[src/rtl/svc_uart_pkg.sv]
// Shared UART definitions: receiver state encoding, frame width and baud divisor helper.
// Pure declarations, no logic; imported by the receiver and the transmitter.
package svc_uart_pkg;

    localparam int UART_DATA_BITS = 8;

    typedef enum logic [1:0] {
        IDLE,
        START,
        DATA,
        STOP
    } uart_rx_state_t;

    function automatic int uart_clks_per_bit(input int clock_freq, input int baud_rate);
        return clock_freq / baud_rate;
    endfunction

endpackage

[src/rtl/svc_sync_fifo.sv]
// Synchronous FIFO, DEPTH (power of two) entries of WIDTH bits, valid/ready on both sides.
// Latency: push-to-m_valid 1 cycle. Backpressure: s_ready low only when full and not popping.
module svc_sync_fifo #(
    parameter int WIDTH = 8,
    parameter int DEPTH = 16
) (
    input  logic             clk,
    input  logic             rst,
    input  logic             s_valid,
    output logic             s_ready,
    input  logic [WIDTH-1:0] s_data,
    output logic             m_valid,
    input  logic             m_ready,
    output logic [WIDTH-1:0] m_data
);

    localparam int AW = $clog2(DEPTH);

    logic [WIDTH-1:0] mem_q [DEPTH];
    logic [WIDTH-1:0] mem_d [DEPTH];
    logic [AW:0]      wr_ptr_q, wr_ptr_d;
    logic [AW:0]      rd_ptr_q, rd_ptr_d;
    logic             full, push, pop;

    // Extra pointer MSB distinguishes full from empty when the indices match.
    assign full    = (wr_ptr_q[AW] != rd_ptr_q[AW]) && (wr_ptr_q[AW-1:0] == rd_ptr_q[AW-1:0]);
    assign m_valid = (wr_ptr_q != rd_ptr_q);
    assign s_ready = !full || m_ready;
    assign pop     = m_valid && m_ready;
    assign push    = s_valid && s_ready;
    assign m_data  = mem_q[rd_ptr_q[AW-1:0]];

    always_comb begin
        mem_d    = mem_q;
        wr_ptr_d = wr_ptr_q + {{AW{1'b0}}, push};
        rd_ptr_d = rd_ptr_q + {{AW{1'b0}}, pop};
        if (push) begin
            mem_d[wr_ptr_q[AW-1:0]] = s_data;
        end
    end

    always_ff @(posedge clk) begin
        if (rst) begin
            mem_q    <= '{default: '0};
            wr_ptr_q <= '0;
            rd_ptr_q <= '0;
        end else begin
            mem_q    <= mem_d;
            wr_ptr_q <= wr_ptr_d;
            rd_ptr_q <= rd_ptr_d;
        end
    end

endmodule

[src/rtl/svc_uart_rx.sv]
// UART 8N1 receiver with start-glitch filter, framing/overrun pulses; buffer is a FIFO under SVC_UART_RX_FIFO_EN, else one holding register.
// Latency: 3 cycles line-to-detect, byte pushed on stop-bit sample, m_valid 1 cycle later. Backpressure: full buffer drops the byte and pulses overrun.
module svc_uart_rx
    import svc_uart_pkg::*;
#(
    parameter int CLOCK_FREQ = 100_000_000,
    parameter int BAUD_RATE  = 115_200,
    parameter int FIFO_DEPTH = 16
) (
    input  logic       clk,
    input  logic       rst,
    input  logic       urx,
    output logic       m_valid,
    output logic [7:0] m_data,
    input  logic       m_ready,
    output logic       frame_err,
    output logic       overrun
);

    localparam int CPB   = uart_clks_per_bit(CLOCK_FREQ, BAUD_RATE);
    localparam int HALF  = CPB / 2;
    localparam int CNT_W = $clog2(CPB);
    localparam int BIT_W = $clog2(UART_DATA_BITS);

    localparam logic [CNT_W-1:0] CNT_HALF = CNT_W'(HALF - 1);
    localparam logic [CNT_W-1:0] CNT_LAST = CNT_W'(CPB - 1);
    localparam logic [BIT_W-1:0] BIT_LAST = BIT_W'(UART_DATA_BITS - 1);

    uart_rx_state_t            state_q, state_d;
    logic                      sync1_q, sync1_d;
    logic                      sync2_q, sync2_d;
    logic                      prev_q, prev_d;
    logic [CNT_W-1:0]          cnt_q, cnt_d;
    logic [BIT_W-1:0]          bit_idx_q, bit_idx_d;
    logic [UART_DATA_BITS-1:0] shift_q, shift_d;
    logic                      frame_err_q, frame_err_d;
    logic                      overrun_q, overrun_d;
    logic                      push, push_rdy;

    always_comb begin
        sync1_d     = urx;
        sync2_d     = sync1_q;
        prev_d      = sync2_q;
        state_d     = state_q;
        cnt_d       = cnt_q + CNT_W'(1);
        bit_idx_d   = bit_idx_q;
        shift_d     = shift_q;
        frame_err_d = 1'b0;
        push        = 1'b0;
        unique case (state_q)
            IDLE: begin
                cnt_d = cnt_q;
                if (prev_q && !sync2_q) begin
                    state_d = START;
                    cnt_d   = '0;
                end
            end
            START: begin
                // A start bit that is high again at mid-bit is a glitch.
                if (cnt_q == CNT_HALF) begin
                    cnt_d     = '0;
                    bit_idx_d = '0;
                    state_d   = sync2_q ? IDLE : DATA;
                end
            end
            DATA: begin
                if (cnt_q == CNT_LAST) begin
                    cnt_d     = '0;
                    shift_d   = {sync2_q, shift_q[UART_DATA_BITS-1:1]};
                    bit_idx_d = bit_idx_q + BIT_W'(1);
                    if (bit_idx_q == BIT_LAST) begin
                        state_d = STOP;
                    end
                end
            end
            STOP: begin
                if (cnt_q == CNT_LAST) begin
                    cnt_d       = '0;
                    state_d     = IDLE;
                    push        = sync2_q;
                    frame_err_d = !sync2_q;
                end
            end
            default: state_d = IDLE;
        endcase
        overrun_d = push && !push_rdy;
    end

    always_ff @(posedge clk) begin
        if (rst) begin
            sync1_q     <= 1'b1;
            sync2_q     <= 1'b1;
            prev_q      <= 1'b1;
            state_q     <= IDLE;
            cnt_q       <= '0;
            bit_idx_q   <= '0;
            shift_q     <= '0;
            frame_err_q <= 1'b0;
            overrun_q   <= 1'b0;
        end else begin
            sync1_q     <= sync1_d;
            sync2_q     <= sync2_d;
            prev_q      <= prev_d;
            state_q     <= state_d;
            cnt_q       <= cnt_d;
            bit_idx_q   <= bit_idx_d;
            shift_q     <= shift_d;
            frame_err_q <= frame_err_d;
            overrun_q   <= overrun_d;
        end
    end

    assign frame_err = frame_err_q;
    assign overrun   = overrun_q;

`ifdef SVC_UART_RX_FIFO_EN
    svc_sync_fifo #(
        .WIDTH(UART_DATA_BITS),
        .DEPTH(FIFO_DEPTH)
    ) u_fifo (
        .clk    (clk),
        .rst    (rst),
        .s_valid(push),
        .s_ready(push_rdy),
        .s_data (shift_q),
        .m_valid(m_valid),
        .m_ready(m_ready),
        .m_data (m_data)
    );
`else
    logic                      hold_vld_q, hold_vld_d;
    logic [UART_DATA_BITS-1:0] hold_dat_q, hold_dat_d;
    logic                      unused_fifo_depth;

    assign unused_fifo_depth = |FIFO_DEPTH;
    // A pop in the same cycle frees the slot for the incoming byte.
    assign push_rdy = !hold_vld_q || m_ready;

    always_comb begin
        hold_vld_d = hold_vld_q && !m_ready;
        hold_dat_d = hold_dat_q;
        if (push && push_rdy) begin
            hold_vld_d = 1'b1;
            hold_dat_d = shift_q;
        end
    end

    always_ff @(posedge clk) begin
        if (rst) begin
            hold_vld_q <= 1'b0;
            hold_dat_q <= '0;
        end else begin
            hold_vld_q <= hold_vld_d;
            hold_dat_q <= hold_dat_d;
        end
    end

    assign m_valid = hold_vld_q;
    assign m_data  = hold_dat_q;
`endif

endmodule

[config.mk]
export PLATFORM = sky130hd
export DESIGN_NAME = svc_uart_rx
export DESIGN_NICKNAME = d
export VERILOG_FILES = /design/src/rtl/svc_uart_pkg.sv /design/src/rtl/svc_sync_fifo.sv /design/src/rtl/svc_uart_rx.sv
export SDC_FILE = /design/constraint.sdc
export NUM_CORES = 1
export LEC_CHECK = 0
export ABC_CLOCK_PERIOD_IN_PS = 2600
export CELL_PAD_IN_SITES_DETAIL_PLACEMENT = 0
export CELL_PAD_IN_SITES_GLOBAL_PLACEMENT = 1
export CORE_MARGIN = 2
export CORE_UTILIZATION = 46
export DETAILED_ROUTE_END_ITERATION = 7
export PLACE_DENSITY = 0.9
export SLEW_MARGIN = 10
export SYNTH_ARGS = -nofsm -noshare
export SYNTH_HDL_FRONTEND = slang
export SYNTH_SLANG_ARGS = --single-unit
[constraint.sdc]
create_clock -name clk -period 2.6 [get_ports clk]
set_input_delay 0.78 -clock clk [delete_from_list [all_inputs] [get_ports clk]]
set_output_delay 0.78 -clock clk [all_outputs]
set_load 0.05 [all_outputs]
Yosys cells after proc, flatten, opt, wreduce, memory -nomap -nowiden
Index checks and enable logic that the tools add are counted.
- bitwise operators: 2
- multiplexer cells: 17
- eq/ne operators: 11
- add/subtract/negate cells: 2
- reduce and logical (&&, ||, !) cells: 16
- operators by type and width (cell ; count):
    10-bit 2-to-1 mux ; 3
    10-bit one-hot mux with 3 select lines ; 1
    2-bit 2-to-1 mux ; 6
    10-bit by 1-bit adder with 10-bit output, second input constant ; 1
    10-bit == test, second input constant ; 1
    10-bit by 9-bit == test with 1-bit output, second input constant ; 1
    2-bit inequality test, second input constant ; 5
    2-bit one-hot mux with 4 select lines ; 1
    3-bit 2-to-1 mux ; 2
    3-bit one-hot mux with 2 select lines ; 1
    5-bit AND reduction ; 1
    2-bit == test, second input constant ; 2
    1-bit logical AND ; 4
    1-bit zero test ; 4
    3-bit by 1-bit adder with 3-bit output, second input constant ; 1
    3-bit == test, second input constant ; 1
    1-bit 2-to-1 mux ; 3
    3-bit AND reduction ; 1
    3-bit OR reduction ; 1
    2-bit by 1-bit == test with 1-bit output, second input constant ; 1
    2-bit zero test ; 1
    1-bit inverter ; 2
    2-bit AND reduction ; 1
    2-bit nonzero test ; 1
    2 further kinds ; 2
- logic and storage cells: 59
- output and inout bits: 11
- input port bits: 4
- register bits after elaboration: 37

Longest topological paths before layout
Gate-level depths: netlist (run 1).
- word-level depth: 5
- depth in mapped cells: 7
- gate-level depth less buffers: 7

Worst setup path before layout (run 1)
Ideal clock, no wire load.
- kind: register -> register
- start point: register cnt_q[0]
- end point: register bit_idx_q[0]
- path buffers: 0
- data required time: 2472 ps
- library setup time: 128 ps
- stages on the path, launching flop included: 7
- slack: 819 ps
- clock period less this slack: 1781 ps
- arrival: 1654 ps
- cell sequence: dfxtp_1 ha_1 nand4_1 or4b_1 a21oi_2 mux2i_1 nor2_1
- word-level cells in the longest chain between the ends: 3
- elaborated cells between the ends (all ways): 5
- classes of those cells: 4 x eq/ne; 1 x reduce/logical
- ends and longest elaborated chain (item ; line ; source):
    start, declared ; svc_uart_rx.sv:33 ; logic [CNT_W-1:0] cnt_q, cnt_d;
    start signal, assigned ; svc_uart_rx.sv:105 ; cnt_q <= cnt_d;
    10-bit == test / 10-bit by 9-bit == test with 1-bit output (equally long branches) ; svc_uart_rx.sv:67, svc_uart_rx.sv:60 ;
    2-bit inequality test (no line) ; n/a ;
    3-bit AND reduction (no line) (*) ; n/a ;
    end signal, assigned ; svc_uart_rx.sv:106 ; bit_idx_q <= bit_idx_d;
    end, declared ; svc_uart_rx.sv:34 ; logic [BIT_W-1:0] bit_idx_q, bit_idx_d;
Every way passes the cells marked *; elsewhere a longest branch is shown, timed or not.
A chain may end at the register's enable or synchronous reset.

Final worst setup path (run 1)
- start point: register hold_dat_q[1], in the netlist m_data[1]
- end point: output m_data[1]
- RTL lines (item ; line ; source):
    start, declared ; svc_uart_rx.sv:132 ; logic [UART_DATA_BITS-1:0] hold_dat_q, hold_dat_d;
    start signal, assigned ; svc_uart_rx.sv:154 ; hold_dat_q <= hold_dat_d;
    end, declared ; svc_uart_rx.sv:14 ; output logic [7:0] m_data,
No word-level cell between the ends.

==> results.md, run 1 <==
* Max IR drop VDD at ~0.00028 V
* All-Layer GR Usage at 17.4%
* Drt drc at 0
* Post-synthesis cell type count at 43
* Crit path required time at 1.82 ns
* Drt via density at 5.50
* Syn nets at 188
* Relative slew slack at 66.9%
* Critical path's top delay family: buffers and inverters
* Number of synthesized flops with an enable pin at 0
* RSZ-0062 raised after global routing: false
* CP Capture Type: output port
* Post-route clock period utilization at slightly below 90%
* Global route overflow at 0
* Post-route setup TNS at 0 ns
* Share of layout cells above drive strength 1 at 11.5%
* Design Area, Final at 1930 um2
* # clock sinks at 37
* Syn-to-layout area delta at 17.8%
* Ys async rst share at 0%
* Yosys warning total at 0
* Yosys top cell area share at 45.2%
* Initial antenna violation count at 0
* Post-synthesis sequential area ratio at 45.2%
* Full die area at a little over 4000 um2
* Critical Path Source Type: flop
* Pre-Repair DR Iteration Count at 4
* Fmax achieved at 440 MHz
* Die height at between 60 and 70 um
* Tot Pwr at ~1.1 mW
* FF+latch count, synth at 37
* CP cell instances: clkdlybuf4s50_1
* Worst-Skew Late Latency at 0.35 ns
* IO Pins at 15
* Synth Cell Area at 1640 um2
* Final GP Congestion at between 0.8 and 0.9
* Leak at 0.713 nW
* Top cells by area, synth: dfxtp_1 (45%), mux2i_1 (6.7%), a21oi_1 (5.5%)
* P per Cell Area at 551 nW/um2
* Buffer count from post-CTS setup fixing at 0
* Max H-tree Level at 2
* Worst Hold Class: reg -> reg
* TritonCTS clock tree: yes
* Clk buf depth at 2
* CP bufs+invs at 1
* Post_cts resized at 0
* Cells after Synth at 180
* Post-route minimum period at 2.27 ns
* Hold Buf Count CTS at 0
* Final-report max-slew violation count at 0
* Number of cell rows at 21
* DP HPWL at 2230 um
* Port Buffers at 14
* Initial DRC Count at 84
* Final hold viol count at 0
* Largest stage delay on the critical path at 0.80 ns
* Antenna viol nets, final at 0
* Initial cell density of the core at 48.3%
* Worst-margin pin slew at 0.494 ns
* Layout Nets at approximately 210
* Final setup fails at 0
* Fin Clk Skew at around 0.006 ns
* Worst slack, placed at approximately 0.42 ns
* CP max FO at 2
* Die X at 63.7 um
* Placed cell area at between 1500 and 2000 um2
* CTS buffer count at 5
* CTS clk-pin slew, worst paths at ~0.11 ns
* Ys flop type: dfxtp_1
* Root buf cell: clkbuf_4
* Crit path kind: reg -> out
* Status: completed
* WL final at between 3000 and 4000 um
* Fill cells at a little under 300
* Core area at 3390 um2
* Largest net degree at the start of global routing at 16
* ANT cells at 0
* Vias in the first global route at 1154
* Largest area contributor in the netlist: dfxtp_1
* Max cap viols at 0
* Slowest-stage cell, CP: clkdlybuf4s50_1
* First-pass GRT wire length at 5460 um
* DR WL/cell at 13.2 um
* CP arrival at 1.49 ns
* Via count at 1352
* Min Hold Slack at 0.431 ns
* Avg Cell Area, Syn at ~9.1 um2
* Final worst setup slack at 0.325 ns
layout by cell type (no fill, tap or decap), types with 3 or more instances in the layout:
cell type and count:
a31oi_1 4, inv_1 3, ha_1 4, nor2_1 16
clkbuf_4 5, nand2b_1 3, nor2b_1 4, a21oi_1 18
buf_4 5, o21ai_0 3, nand2_1 17, dfxtp_1 37
nand3_1 14, clkdlybuf4s50_1 14, mux2i_1 11
worst paths after layout:
kind | start | to | slack [ns] | cells after the start
setup / recovery | m_data[1] | m_data[1] | 0.33 | 1
hold / removal | sync1_q | prev_d | 0.43 | 1
setup reg to reg | cnt_q[0] | bit_idx_q[0] | 0.62 | 6
hold reg to reg | sync1_q | prev_d | 0.43 | 1
logic make-up after synthesis:
family                   after synthesis  share of synthesized area [%]
AND/OR/NAND/NOR                       77                           24.8
XOR/XNOR                               2                           1.07
adder cells (fa/ha/maj)                4                           3.06
AO/OA/AOI/OAI                         38                           16.0
flip-flops                            37                           45.2
multiplexers                          12                           7.41
buffers and inverters                 10                           2.44
registers in the layout, indices dropped and copies added, names as in the netlist, named ones only:
name       cells
m_valid        1
prev_d         1
shift_q        8
cnt_q         10
state_q        1
m_data         8
prev_q         1
bit_idx_q      3
overrun        1
sync1_q        1
frame_err      1
per-layer routing:
layer | GRT usage [%] | share of wire (%)
met5 | 0 | 0
met4 | 6.52 | 1.2
met3 | 6.79 | 5.3
met2 | 25.7 | 44
met1 | 22.9 | 49
final cells by class:
type	count	area, um2	area share [%]
Multi-Input combinational cell	133	857	44.4
Sequential cell	37	741	38.4
Timing Repair Buffer	19	178	9.21
Tap cell	46	57.6	2.98
Clock buffer	7	55.1	2.85
Clock inverter	1	30.0	1.56
Inverter	3	11.3	0.584
through the flow:
stage          util (%)  std cells
2_1_floorplan         -        180
3_3_place_gp       54.4        238
3_5_place_dp       54.4        238
4_1_cts            56.9        246
5_1_grt            56.9        246
6_report           56.9        246
cells in the mapped netlist, types with 2 or more instances:
cell type / count
or4_1: 2
a21oi_2: 2
nor3_1: 2
xnor2_1: 2
a22o_1: 2
nand3_1: 14
or2_2: 2
buf_2: 2
nor2_1: 16
a21oi_1: 18
inv_1: 3
clkbuf_1: 5
or3_1: 2
o21ai_0: 3
nand2b_1: 3
a31oi_1: 4
nor2b_1: 4
and2_1: 2
and2_0: 2
dfxtp_1: 37
nand4_1: 2
nand2_1: 17
mux2i_1: 11
ha_1: 4
where the power goes:
group	total [mW]	internal, mW	leakage [nW]	switching [mW]
Combinational	0.0593	0.0277	0.368	0.0317
Clock	0.417	0.230	0.0455	0.188
Sequential	0.586	0.575	0.299	0.0114
Note: power is estimated with default switching activity, not from simulation.
==> run 2, diff against run 1 <==
--- a/config.mk
+++ b/config.mk
@@ -8,7 +8,6 @@
 export ABC_CLOCK_PERIOD_IN_PS = 2600
 export CELL_PAD_IN_SITES_DETAIL_PLACEMENT = 0
 export CELL_PAD_IN_SITES_GLOBAL_PLACEMENT = 1
-export CORE_MARGIN = 2
 export CORE_UTILIZATION = 46
 export DETAILED_ROUTE_END_ITERATION = 7
 export PLACE_DENSITY = 0.9
==> results.md, run 2 (synthesis results as in run 1) <==
* Final GP Congestion at 0.879
* Post-route minimum period at 2.29 ns
* RSZ-0062 raised after global routing: false
* Commonest non-fill, non-tap cells in the layout: dfxtp_1 (37), a21oi_1 (18), nand2_1 (17)
* Root buf cell: clkbuf_4
* WL final at 3280 um
* Via count at 1365
* Max cap viols at 0
* Layout Nets at 206
* Initial DRC Count at 108
* Die X at 61.7 um
* CTS clk-pin slew, worst paths at 0.11 ns
* Post-route setup TNS at 0 ns
* Crit path kind: reg -> out
* P per Cell Area at between 400 and 500 nW/um2
* Full die area at 3800 um2
* CP Capture Type: output port
* Antenna viol nets, final at 0
* CTS buffer count at 5
* Vias in the first global route at 1200
* Pre-Repair DR Iteration Count at 4
* Final-report max-slew violation count at 0
* DR WL/cell at approximately 13 um
* Worst Hold Class: reg -> reg
* Max FFs per register at 10
* First-pass GRT wire length at 5340 um
* Worst-margin pin slew at between 0.8 and 0.9 ns
* Drt via density at 5.57
* Share of layout cells above drive strength 1 at a little under an eighth
* Core area at ~3400 um2
* Largest net degree at the start of global routing at 21
* Die height at 61.7 um
* CP bufs+invs at 1
* Hold Buf Count CTS at 0
* Placed cells at 237
* Leak at 0.694 nW
* Status: completed
* CP cell instances: clkdlybuf4s50_1
* Post-route clock period utilization at 87.9%
* Finished Layout Cells at 245
* Port Buffers at 14
* DP HPWL at 2390 um
* Commonest non-fill, non-tap cell in the layout: dfxtp_1
* CP arrival at 1.51 ns
* Crit path required time at 1.82 ns
* Initial antenna violation count at 0
* All-Layer GR Usage at 19.5%
* Worst-Skew Late Latency at 0.34 ns
* Critical Path Source Type: flop
* IO Pins at 15
* Max IR drop VDD at 0.000314 V
* Final hold viol count at 0
* # clock sinks at 37
* Design Area, Final at 1890 um2
* Number of cell rows at 21
* Syn-to-layout area delta at 15.5%
* ANT cells at 0
* Worst slack, placed at 0.377 ns
* Relative slew slack at around two fifths
* Final worst setup slack at 0.313 ns
* Fin Clk Skew at 0.00754 ns
* Initial cell density of the core at 48.7%
* Slowest-stage cell, CP: clkdlybuf4s50_1
* Clk buf depth at 2
* Largest stage delay on the critical path at between 0.8 and 0.9 ns
* Post_cts resized at 0
* Placed cell area at around 1800 um2
* Critical path's top delay family: buffers and inverters
* Drt drc at 0
* Largest Register: cnt_q
* TritonCTS clock tree: yes
* Final setup fails at 0
* Buffer count from post-CTS setup fixing at 0
* CP max FO at 2
* Global route overflow at 0
* Fmax achieved at 437 MHz
* Max H-tree Level at 2
-- run 2: changes by cell type in the layout (fill, tap and decap cells not counted) --
| cell | change |
|---|---|
| buf_4 | -1 |
| bufinv_16 | -1 |
| clkbuf_1 | -1 |
| clkbuf_8 | -1 |
| clkinv_2 | +2 |
| clkinvlp_4 | +1 |
-- run 2: final cells by class --
type	count	area, um2
well taps	46	57.6
clock inverters	3	17.5
inverters	3	11.3
flip-flops and latches	37	741
repair buffers	18	170
clock buffers	5	37.5
multi-input cells	133	857
fillers	326	1470
-- run 2: per-stage QoR --
stage | utilization [%] | power, mW | hold WS [ns]
global placement | 54.6 | 0.654 | 0.401
detailed placement | 54.6 | 0.655 | 0.407
global route | 56.3 | 0.975 | 0.441
floorplan | - | 0.636 | 0.389
CTS | 56.3 | 0.945 | 0.429
finish | 56.3 | 0.936 | 0.429
-- run 2: routing by layer --
metal / vias to the layer above / routed length [um] / track usage, % / share of wire (%)
li1: 673 / - / - / -
met1: 649 / 1490 / 24.8 / 46
met2: 36 / 1560 / 31.6 / 48
met3: 7 / 165 / 5.25 / 5.0
met4: 0 / 63 / 7.30 / 1.9
met5: - / 0 / 0 / 0
-- run 2: path summary, 6_finish.rpt --
kind | startpoint | endpoint | slack (ns) | cells past startpoint
worst min register to register | sync1_q | prev_d | 0.43 | 1
worst min-delay path | sync1_q | prev_d | 0.43 | 1
worst max register to register | cnt_q[0] | bit_idx_q[0] | 0.63 | 6
worst max-delay path | m_data[6] | m_data[6] | 0.31 | 1
-- run 2: report_power, final --
group / switching, mW / internal [mW] / leakage [nW]
registers: 0.0111 / 0.575 / 0.299
clock network: 0.191 / 0.102 / 0.0310
logic: 0.0319 / 0.0251 / 0.364
total: 0.234 / 0.702 / 0.694
